### config.mk
export PLATFORM = sky130hd
export DESIGN_NAME = count_uart_tx
export DESIGN_NICKNAME = d
export VERILOG_FILES = /design/src/rtl/count_uart_pkg.sv /design/src/rtl/count_uart_tx_sync_fifo.sv /design/src/rtl/count_uart_tx.sv
export SDC_FILE = /design/constraint.sdc
export NUM_CORES = 1
export LEC_CHECK = 0
export BUFFER_PORTS_ARGS = -buffer_cell sky130_fd_sc_hd__buf_2
export CAP_MARGIN = 10
export CELL_PAD_IN_SITES_DETAIL_PLACEMENT = 1
export CELL_PAD_IN_SITES_GLOBAL_PLACEMENT = 1
export CORE_MARGIN = 1.5
export CORE_UTILIZATION = 49
export DETAILED_ROUTE_END_ITERATION = 8
export GPL_TIMING_DRIVEN = 0
export PLACE_DENSITY = 0.8
export SYNTH_ARGS = -nofsm -noshare
export SYNTH_HDL_FRONTEND = slang
export SYNTH_SLANG_ARGS = --single-unit
### constraint.sdc
create_clock -name clk -period 2.62 [get_ports clk]
set_input_delay 0.131 -clock clk [delete_from_list [all_inputs] [get_ports clk]]
set_output_delay 0.131 -clock clk [all_outputs]
set_load 0.01 [all_outputs]
### src/rtl/count_uart_pkg.sv
// Shared types, framing constants and the nibble-to-ASCII encoder used by the
// counter-to-UART bridge.
package count_uart_pkg;

    typedef enum logic [1:0] {
        IDLE  = 2'd0,
        START = 2'd1,
        DATA  = 2'd2,
        STOP  = 2'd3
    } tx_state_t;

    localparam int FRAME_BITS = 10;
    localparam int DATA_BITS  = 8;

    // Upper-case hex digit: 0-9 -> '0'..'9', 10-15 -> 'A'..'F'.
    function automatic logic [7:0] hex_to_ascii(input logic [3:0] nibble);
        logic [7:0] wide;
        wide = {4'h0, nibble};
        if (nibble < 4'd10) begin
            return 8'h30 + wide;
        end
        return 8'h41 + (wide - 8'd10);
    endfunction

endpackage

### src/rtl/count_uart_tx_sync_fifo.sv
// Small synchronous FIFO with show-ahead read data; a push while full is only
// accepted when a pop frees a slot on the same edge.
module sync_fifo #(
    parameter int WIDTH = 8,
    parameter int DEPTH = 4
) (
    input  logic                     clk,
    input  logic                     reset,
    input  logic                     push,
    input  logic [WIDTH-1:0]         wr_data,
    input  logic                     pop,
    output logic [WIDTH-1:0]         rd_data,
    output logic                     full,
    output logic                     empty,
    output logic [$clog2(DEPTH):0]   level
);

    localparam int AW = $clog2(DEPTH);

    logic [WIDTH-1:0] mem [DEPTH];
    logic [AW-1:0]    wr_ptr_reg;
    logic [AW-1:0]    rd_ptr_reg;
    logic [AW:0]      level_reg;
    logic [AW:0]      level_next;
    logic [DEPTH-1:0] we;
    logic             do_push;
    logic             do_pop;

    assign full    = (level_reg == (AW+1)'(DEPTH));
    assign empty   = (level_reg == '0);
    assign do_pop  = pop && !empty;
    assign do_push = push && (!full || do_pop);
    assign rd_data = mem[rd_ptr_reg];
    assign level   = level_reg;

    for (genvar gi = 0; gi < DEPTH; gi++) begin : g_we
        assign we[gi] = do_push && (wr_ptr_reg == AW'(gi));
    end

    always_ff @(posedge clk) begin
        for (int i = 0; i < DEPTH; i++) begin
            if (we[i]) begin
                mem[i] <= wr_data;
            end
        end
    end

    always_comb begin
        level_next = level_reg;
        case ({do_push, do_pop})
            2'b10:   level_next = level_reg + 1'b1;
            2'b01:   level_next = level_reg - 1'b1;
            default: level_next = level_reg;
        endcase
    end

    // DEPTH is a power of two, so the pointers wrap on their own.
    always_ff @(posedge clk) begin
        if (reset) begin
            wr_ptr_reg <= '0;
            rd_ptr_reg <= '0;
            level_reg  <= '0;
        end else begin
            if (do_push) wr_ptr_reg <= wr_ptr_reg + 1'b1;
            if (do_pop)  rd_ptr_reg <= rd_ptr_reg + 1'b1;
            level_reg <= level_next;
        end
    end

endmodule

### src/rtl/count_uart_tx.sv
// Logs every change of the 4-bit counter as an ASCII hex character and sends
// it out as an 8N1 serial frame on tx.
module count_uart_tx
    import count_uart_pkg::*;
#(
    parameter int CLKS_PER_BIT = 4,
    parameter int FIFO_DEPTH   = 4
) (
    input  logic                          clk,
    input  logic                          reset,
    input  logic [3:0]                    count,
    output logic                          tx,
    output logic                          busy,
    output logic                          overflow,
    output logic [$clog2(FIFO_DEPTH):0]   fifo_level
);

    localparam int CW = $clog2(CLKS_PER_BIT);
    localparam int BW = $clog2(DATA_BITS);

    logic [3:0]    prev_count_reg;
    logic          push;
    logic          pop;
    logic          fifo_full;
    logic          fifo_empty;
    logic [7:0]    fifo_rd_data;
    logic          overflow_reg;

    tx_state_t     state_reg,   state_next;
    logic [CW-1:0] clk_cnt_reg, clk_cnt_next;
    logic [BW-1:0] bit_cnt_reg, bit_cnt_next;
    logic [7:0]    shift_reg,   shift_next;
    logic          tx_reg,      tx_next;
    logic          busy_reg,    busy_next;
    logic          bit_done;

    assign push = (count != prev_count_reg);

    sync_fifo #(
        .WIDTH (8),
        .DEPTH (FIFO_DEPTH)
    ) u_fifo (
        .clk     (clk),
        .reset   (reset),
        .push    (push),
        .wr_data (hex_to_ascii(count)),
        .pop     (pop),
        .rd_data (fifo_rd_data),
        .full    (fifo_full),
        .empty   (fifo_empty),
        .level   (fifo_level)
    );

    always_ff @(posedge clk) begin
        if (reset) begin
            prev_count_reg <= 4'h0;
            overflow_reg   <= 1'b0;
        end else begin
            prev_count_reg <= count;
            if (push && fifo_full && !pop) begin
                overflow_reg <= 1'b1;
            end
        end
    end

    assign bit_done = (clk_cnt_reg == CW'(CLKS_PER_BIT - 1));

    always_comb begin
        state_next   = state_reg;
        clk_cnt_next = clk_cnt_reg;
        bit_cnt_next = bit_cnt_reg;
        shift_next   = shift_reg;
        pop          = 1'b0;

        case (state_reg)
            IDLE: begin
                if (!fifo_empty) begin
                    pop          = 1'b1;
                    shift_next   = fifo_rd_data;
                    clk_cnt_next = '0;
                    state_next   = START;
                end
            end
            START: begin
                clk_cnt_next = clk_cnt_reg + 1'b1;
                if (bit_done) begin
                    clk_cnt_next = '0;
                    bit_cnt_next = '0;
                    state_next   = DATA;
                end
            end
            DATA: begin
                clk_cnt_next = clk_cnt_reg + 1'b1;
                if (bit_done) begin
                    clk_cnt_next = '0;
                    shift_next   = {1'b0, shift_reg[7:1]};
                    if (bit_cnt_reg == BW'(DATA_BITS - 1)) begin
                        state_next = STOP;
                    end else begin
                        bit_cnt_next = bit_cnt_reg + 1'b1;
                    end
                end
            end
            STOP: begin
                clk_cnt_next = clk_cnt_reg + 1'b1;
                if (bit_done) begin
                    clk_cnt_next = '0;
                    state_next   = IDLE;
                end
            end
            default: state_next = IDLE;
        endcase

        // Line outputs follow the state being entered, so they are registered
        // yet line up with the state register.
        case (state_next)
            START:   tx_next = 1'b0;
            DATA:    tx_next = shift_next[0];
            default: tx_next = 1'b1;
        endcase
        busy_next = (state_next != IDLE);
    end

    always_ff @(posedge clk) begin
        if (reset) begin
            state_reg   <= IDLE;
            clk_cnt_reg <= '0;
            bit_cnt_reg <= '0;
            shift_reg   <= '0;
            tx_reg      <= 1'b1;
            busy_reg    <= 1'b0;
        end else begin
            state_reg   <= state_next;
            clk_cnt_reg <= clk_cnt_next;
            bit_cnt_reg <= bit_cnt_next;
            shift_reg   <= shift_next;
            tx_reg      <= tx_next;
            busy_reg    <= busy_next;
        end
    end

    assign tx       = tx_reg;
    assign busy     = busy_reg;
    assign overflow = overflow_reg;

endmodule

; ---- After elaboration in Yosys (flattened, before gate mapping)
; Memory sizes are Yosys's and may differ from the RTL's. A register that Yosys moved wholly into a read port is not among the register bits.
; Cells that the tools add are included.
[op_classes]
addsub = 9
order_cmp = 1
n_eq_ne = 18
muxes = 42
n_reduce_logical = 25
[op_table]
columns = op, n
row1 = $mux W8, 7
row2 = $mux W2, 12
row3 = $reduce_or A8 Y1, 3
row4 = $pmux W8 S2, 1
row5 = $eq A2 B2 Y1 const B, 7
row6 = $mux W1, 14
row7 = $pmux W3 S2, 2
row8 = $mux W3, 3
row9 = $add A7 B8 Y8 const A, 1
row10 = $eq A2 B1 Y1 const B, 4
row11 = $logic_and A1 B1 Y1, 8
row12 = $ne A2 B2 Y1 const B, 4
row13 = $pmux W2 S4, 1
row14 = $reduce_bool A2 Y1, 4
row15 = $add A6 B4 Y7 const A, 1
row16 = $add A2 B1 Y2 const B, 3
row17 = $add A3 B1 Y3 const B, 2
row18 = $eq A3 B3 Y1 const B, 2
row19 = $sub A4 B4 Y5 const B, 1
row20 = $logic_not A2 Y1, 2
row21 = $lt A4 B4 Y1 const B, 1
row22 = $ne A4 B4 Y1, 1
row23 = $pmux W2 S2, 1
row24 = $reduce_and A4 Y1, 1
row25 = 7 further kinds, 9
[word_totals]
memories = 1
ff_bits = 29
word_cells = 108
input_bits = 6
output_inout_bits = 6
mem_bits_rw = 32
[mem_list]
columns = memory, depth, word_bits, read_ports, rd_ports_with_merged_regs, write_ports, line
row1 = u_fifo.mem, 4, 8, 1, 1, 1, count_uart_tx_sync_fifo.sv:20  ; logic [WIDTH-1:0] mem [DEPTH];

; ---- Longest topological paths before layout
[logic_depth]
word_depth = 13
ltp_mapped = 8
mapped_depth_nobuf = 7

; ---- Cells and area by module
; A second synthesis with hierarchy kept.
[unflattened]
cells_unflattened = 222
area_unflattened_um2 = 2788.9
[by_module_without_submodules]
columns = mod, seq_area_each_um2, area_per_inst_um2, cells_per_inst, n_inst
row1 = sync_fifo, 1141.1, 1645.3, 96, 1
row2 = count_uart_tx, 440.4, 1143.6, 126, 1

; ---- Least setup slack after synthesis
; OpenSTA, ideal clock, no wires.
[synth_timing]
kind = register -> register
start = register u_fifo.level_reg[0], in the netlist u_fifo.level[0]
end = register u_fifo.level_reg[2], in the netlist u_fifo.level[2]
arrival_time_ns = 1.949
path_stages_with_launch = 9
required_time_ns = 2.497
setup_time_ns = 0.123
period_less_slack_ns = 2.073
path_slack_ns = 0.547
n_path_buf = 1
path_cell_list = dfxtp_1 > nor3_2 > nor3_1 > buf_6 > nand2_1 > fa_1 > and3_1 > mux2i_1 > mux2_1
[synth_via]
elab_chain_cells = 8
word_cells_on_any_way = 15
classes_between = add/sub: 2 / eq/ne: 3 / mux: 3 / reduce/logical: 7
[synth_lines]
columns = element, line
row1 = start: declaration, count_uart_tx_sync_fifo.sv:23  ; logic [AW:0] level_reg;
row2 = start signal: assignment, count_uart_tx_sync_fifo.sv:66  ; level_reg <= level_next;
row3 = $logic_not A3 Y1, count_uart_tx_sync_fifo.sv:30  ; assign empty = (level_reg == '0);
row4 = $mux W1, count_uart_tx.sv:77  ; if (!fifo_empty) begin
row5 = $mux W1, count_uart_tx.sv:75  ; case (state_reg)
row6 = $logic_and A1 B1 Y1, count_uart_tx_sync_fifo.sv:31  ; assign do_pop = pop && !empty;
row7 = $logic_or A1 B1 Y1, count_uart_tx_sync_fifo.sv:32  ; assign do_push = push && (!full || do_pop);
row8 = $logic_and A1 B1 Y1, count_uart_tx_sync_fifo.sv:32
row9 = $eq A2 B1 Y1 or $eq A2 B2 Y1 (tied branches), count_uart_tx_sync_fifo.sv:50  ; case ({do_push, do_pop})
row10 = $pmux W3 S2 or $reduce_bool A2 Y1 (tied branches), --
; Parallel ways exist; a longest one is shown, timed or not.
; A chain may end at the register's enable or synchronous reset.

; ---- Worst setup path after layout
; Same ends and word-level chain as after synthesis.

==> impl_results.md <==
* Reg-to-Reg End: u_fifo.level[2]
* Wire per inst at 16.8 um
* WS Path Type: reg -> reg
* Routability cong. at ~0.76
* Layout cells sized above 1 at 16.1%
* Hold Buf Count CTS at 0
* Final instance area at ~3000 um2
* Max Root-Sink Buffers at 2
* Lkg Pwr at about 1.2 nW
* Cell Area, Synth at 2660 um2
* Clk_lat worst skew at 330 ps
* Clock sink count at 58
* Seq/Total Area, Yosys at between 50% and 60%
* Via count at between 1500 and 2000
* Top-area cell type share of the netlist area at around a third
* CTS resizes at 0
* Post CTS Setup Buffer Count at 0
* Final TNS setup at 0 ps
* Core Region at 5170 um2
* DP Area at 2810 um2
* Rel. slew slack at 56.0%
* Hold slack at ~98 ps
* Row cnt at 26
* Cells after Synth at 221
* Worst endpoint required time at 2840 ps
* Worst-Margin Slew at 660 ps
* Die Ht at 76.7 um
* Crit end category: flip-flop
* Worst hold path class: in -> reg
* NetSw at 892 uW
* Count leader, synth: dfxtp_1
* Worst EP arrival at ~2600 ps
* Final #Nets at 263
* P&R area growth vs syn at 12.1%
* Worst-path maximum fanout at 10
* Most common flop cell mapped by yosys: dfxtp_1
* Library cell with the largest summed area after synthesis: edfxtp_1
* Fraction of registers with async set/reset at 0%
* Reg2Reg Depth at 8
* P_int at 1.95 mW
* Die area at 5890 um2
* Reg2reg start: u_fifo.level[0]
* EDFF count, synth at 28
* Top cells by area, synth: edfxtp_1, dfxtp_1, ha_1
* Antenna diodes at 0
* RSZ-0062 raised after global routing: no
* Worst hold start: count[3]
* Overflow after GRT at 0
* Initial Util at between 50 and 60%
* I/O Buffers at 11
* Synth cell types at between 40 and 50
* Routed Antenna Nets at 0
* Drt via density at 5.46
* Synth cell count leaders: dfxtp_1, edfxtp_1, nor2_1
* Largest net degree at the start of global routing at 11
* DR iter-0 viols at 77
* Power per cell area at 951 nW/um2
* Part of the power in registers at 43.7%
* Fillers at 546
* Fin crit period at between 2000 and 2500 ps
* Final WL at between 5 and 6 mm
* Antenna violations before repair at 0
* VDD IR-drop max at about 0.00042 V
* Outcome: finished clean
* Post-Syn Nets at 241
* Root buffer cell: clkbuf_8
* Max FFs per register at 28
* Final Skew at between 10 and 15 ps
* Switching share of power at a little under a third
* Combinational power share at between 20% and 30%
* Final setup viols at 0
* Max-slew violation count at 0
* Synth warn at 0
* CTS tree: yes
* Total track usage at 20.2%
* Syn_area_per_cell at 12.0 um2
* Vias in the first global route at approximately 1900
* Clock-pin transition on the worst setup and hold timing paths at 70 ps
* DR DRC count at 0
* Die X at 76.7 um
* Crit path launch type: flip-flop
* Worst hold endpoint: prev_count_reg[3]
* IO Count at 12
* H-tree levels at 3
* Fmax at 428 MHz
* R2r setup slk at ~290 ps
* Crit path launch: u_fifo.level[0]
* Period utilization at 89.1%
* Num CTS Buffers at 9
* Power Total at 2.84 mW
* Hpwl dp at 3.75 mm
* Maxcap violations at 0
* Hold Vio Cnt, Final at 0
* First-pass GRT wire length at just under 9 mm
* Yosys reg bits at between 50 and 60
* Clock power share at 27.0%
* Worst hold path cell count at 2
* Drt first pass iters at 4
-- worst max path at each step --
| stage | end | slack, ps |
|---|---|---|
| final | u_fifo.level[2] | 290 |
| after detailed placement | u_fifo.level[2] | 340 |
| after floorplan | u_fifo.level[2] | 550 |
| after global placement | u_fifo.level[2] | 350 |
| after global routing | u_fifo.level[2] | 150 |
| after CTS | u_fifo.level[2] | 300 |
-- metrics by stage --
stage               instances  util (%)  setup slack, ps
CTS                       318      57.7              303
global route              318      57.7              150
finish                    318      57.7              285
global placement          302      54.2              351
floorplan                 221         -              547
detailed placement        302      54.2              336
-- metal layers --
metal	global-route usage, %	wire, um
met2	34.7	2710
met5	0	0
met3	4.29	118
met4	10.7	109
met1	23.5	2400
-- kinds of logic after synthesis --
group,Yosys count,synth area share (%)
AO/OA/AOI/OAI,33,7.38
multiplexers,16,10.3
buffers and inverters,20,3.71
XOR/XNOR,11,3.62
AND/OR/NAND/NOR,69,14.0
flip-flops,58,54.1
adder cells (fa/ha/maj),14,6.86
-- area by class of cell --
cell class	count	area, um2	area share [%]
clock buffers	12	135	4.53
plain buffers	10	61.3	2.05
multi-input cells	143	1120	37.6
clock inverters	4	43.8	1.47
repair buffers	11	55.1	1.84
flip-flops and latches	58	1440	48.3
inverters	10	37.5	1.26
well taps	70	87.6	2.94
-- power groups by stage --
stage / sequential [mW] / combinational [mW] / clock, mW
2_1_floorplan: 1.24 / 0.609 / 0
3_3_place_gp: 1.24 / 0.783 / 0
3_5_place_dp: 1.26 / 0.821 / 0
4_1_cts: 1.24 / 0.835 / 0.782
5_1_grt: 1.26 / 0.917 / 0.821
6_report: 1.24 / 0.831 / 0.767
-- cells in the final DEF, fill, tap and decap left out, types with 2 or more instances in the layout --
master | synthesis | layout
and3_1 | 5 | 5
clkbuf_1 | 5 | 8
buf_2 | 1 | 12
nor3b_1 | 2 | 2
dfxtp_1 | 30 | 30
xor2_1 | 5 | 5
xnor2_1 | 6 | 6
edfxtp_1 | 28 | 28
nand3_2 | 2 | 2
a22oi_1 | 5 | 5
ha_1 | 13 | 13
buf_4 | 2 | 2
mux2_2 | 3 | 3
and2_1 | 2 | 2
clkbuf_8 | 0 | 9
nand2_1 | 15 | 15
a21oi_1 | 12 | 12
nor3_1 | 2 | 2
mux4_1 | 6 | 6
buf_6 | 2 | 2
nor2b_1 | 7 | 7
o21ai_0 | 8 | 8
a31oi_1 | 2 | 2
mux2i_1 | 5 | 5
inv_1 | 10 | 10
clkinv_2 | 0 | 2
nand3_1 | 5 | 5
nor2_1 | 19 | 19
-- worst max-delay path, stage by stage (launching register included) --
cell,delay [ps]
dfxtp_1,470
nor3_2,110
nor3_1,320
buf_6,210
nand2_1,70
fa_1,390
and3_1,160
mux2i_1,150
mux2_1,330
No activity file was read; power rests on OpenSTA's default activity.
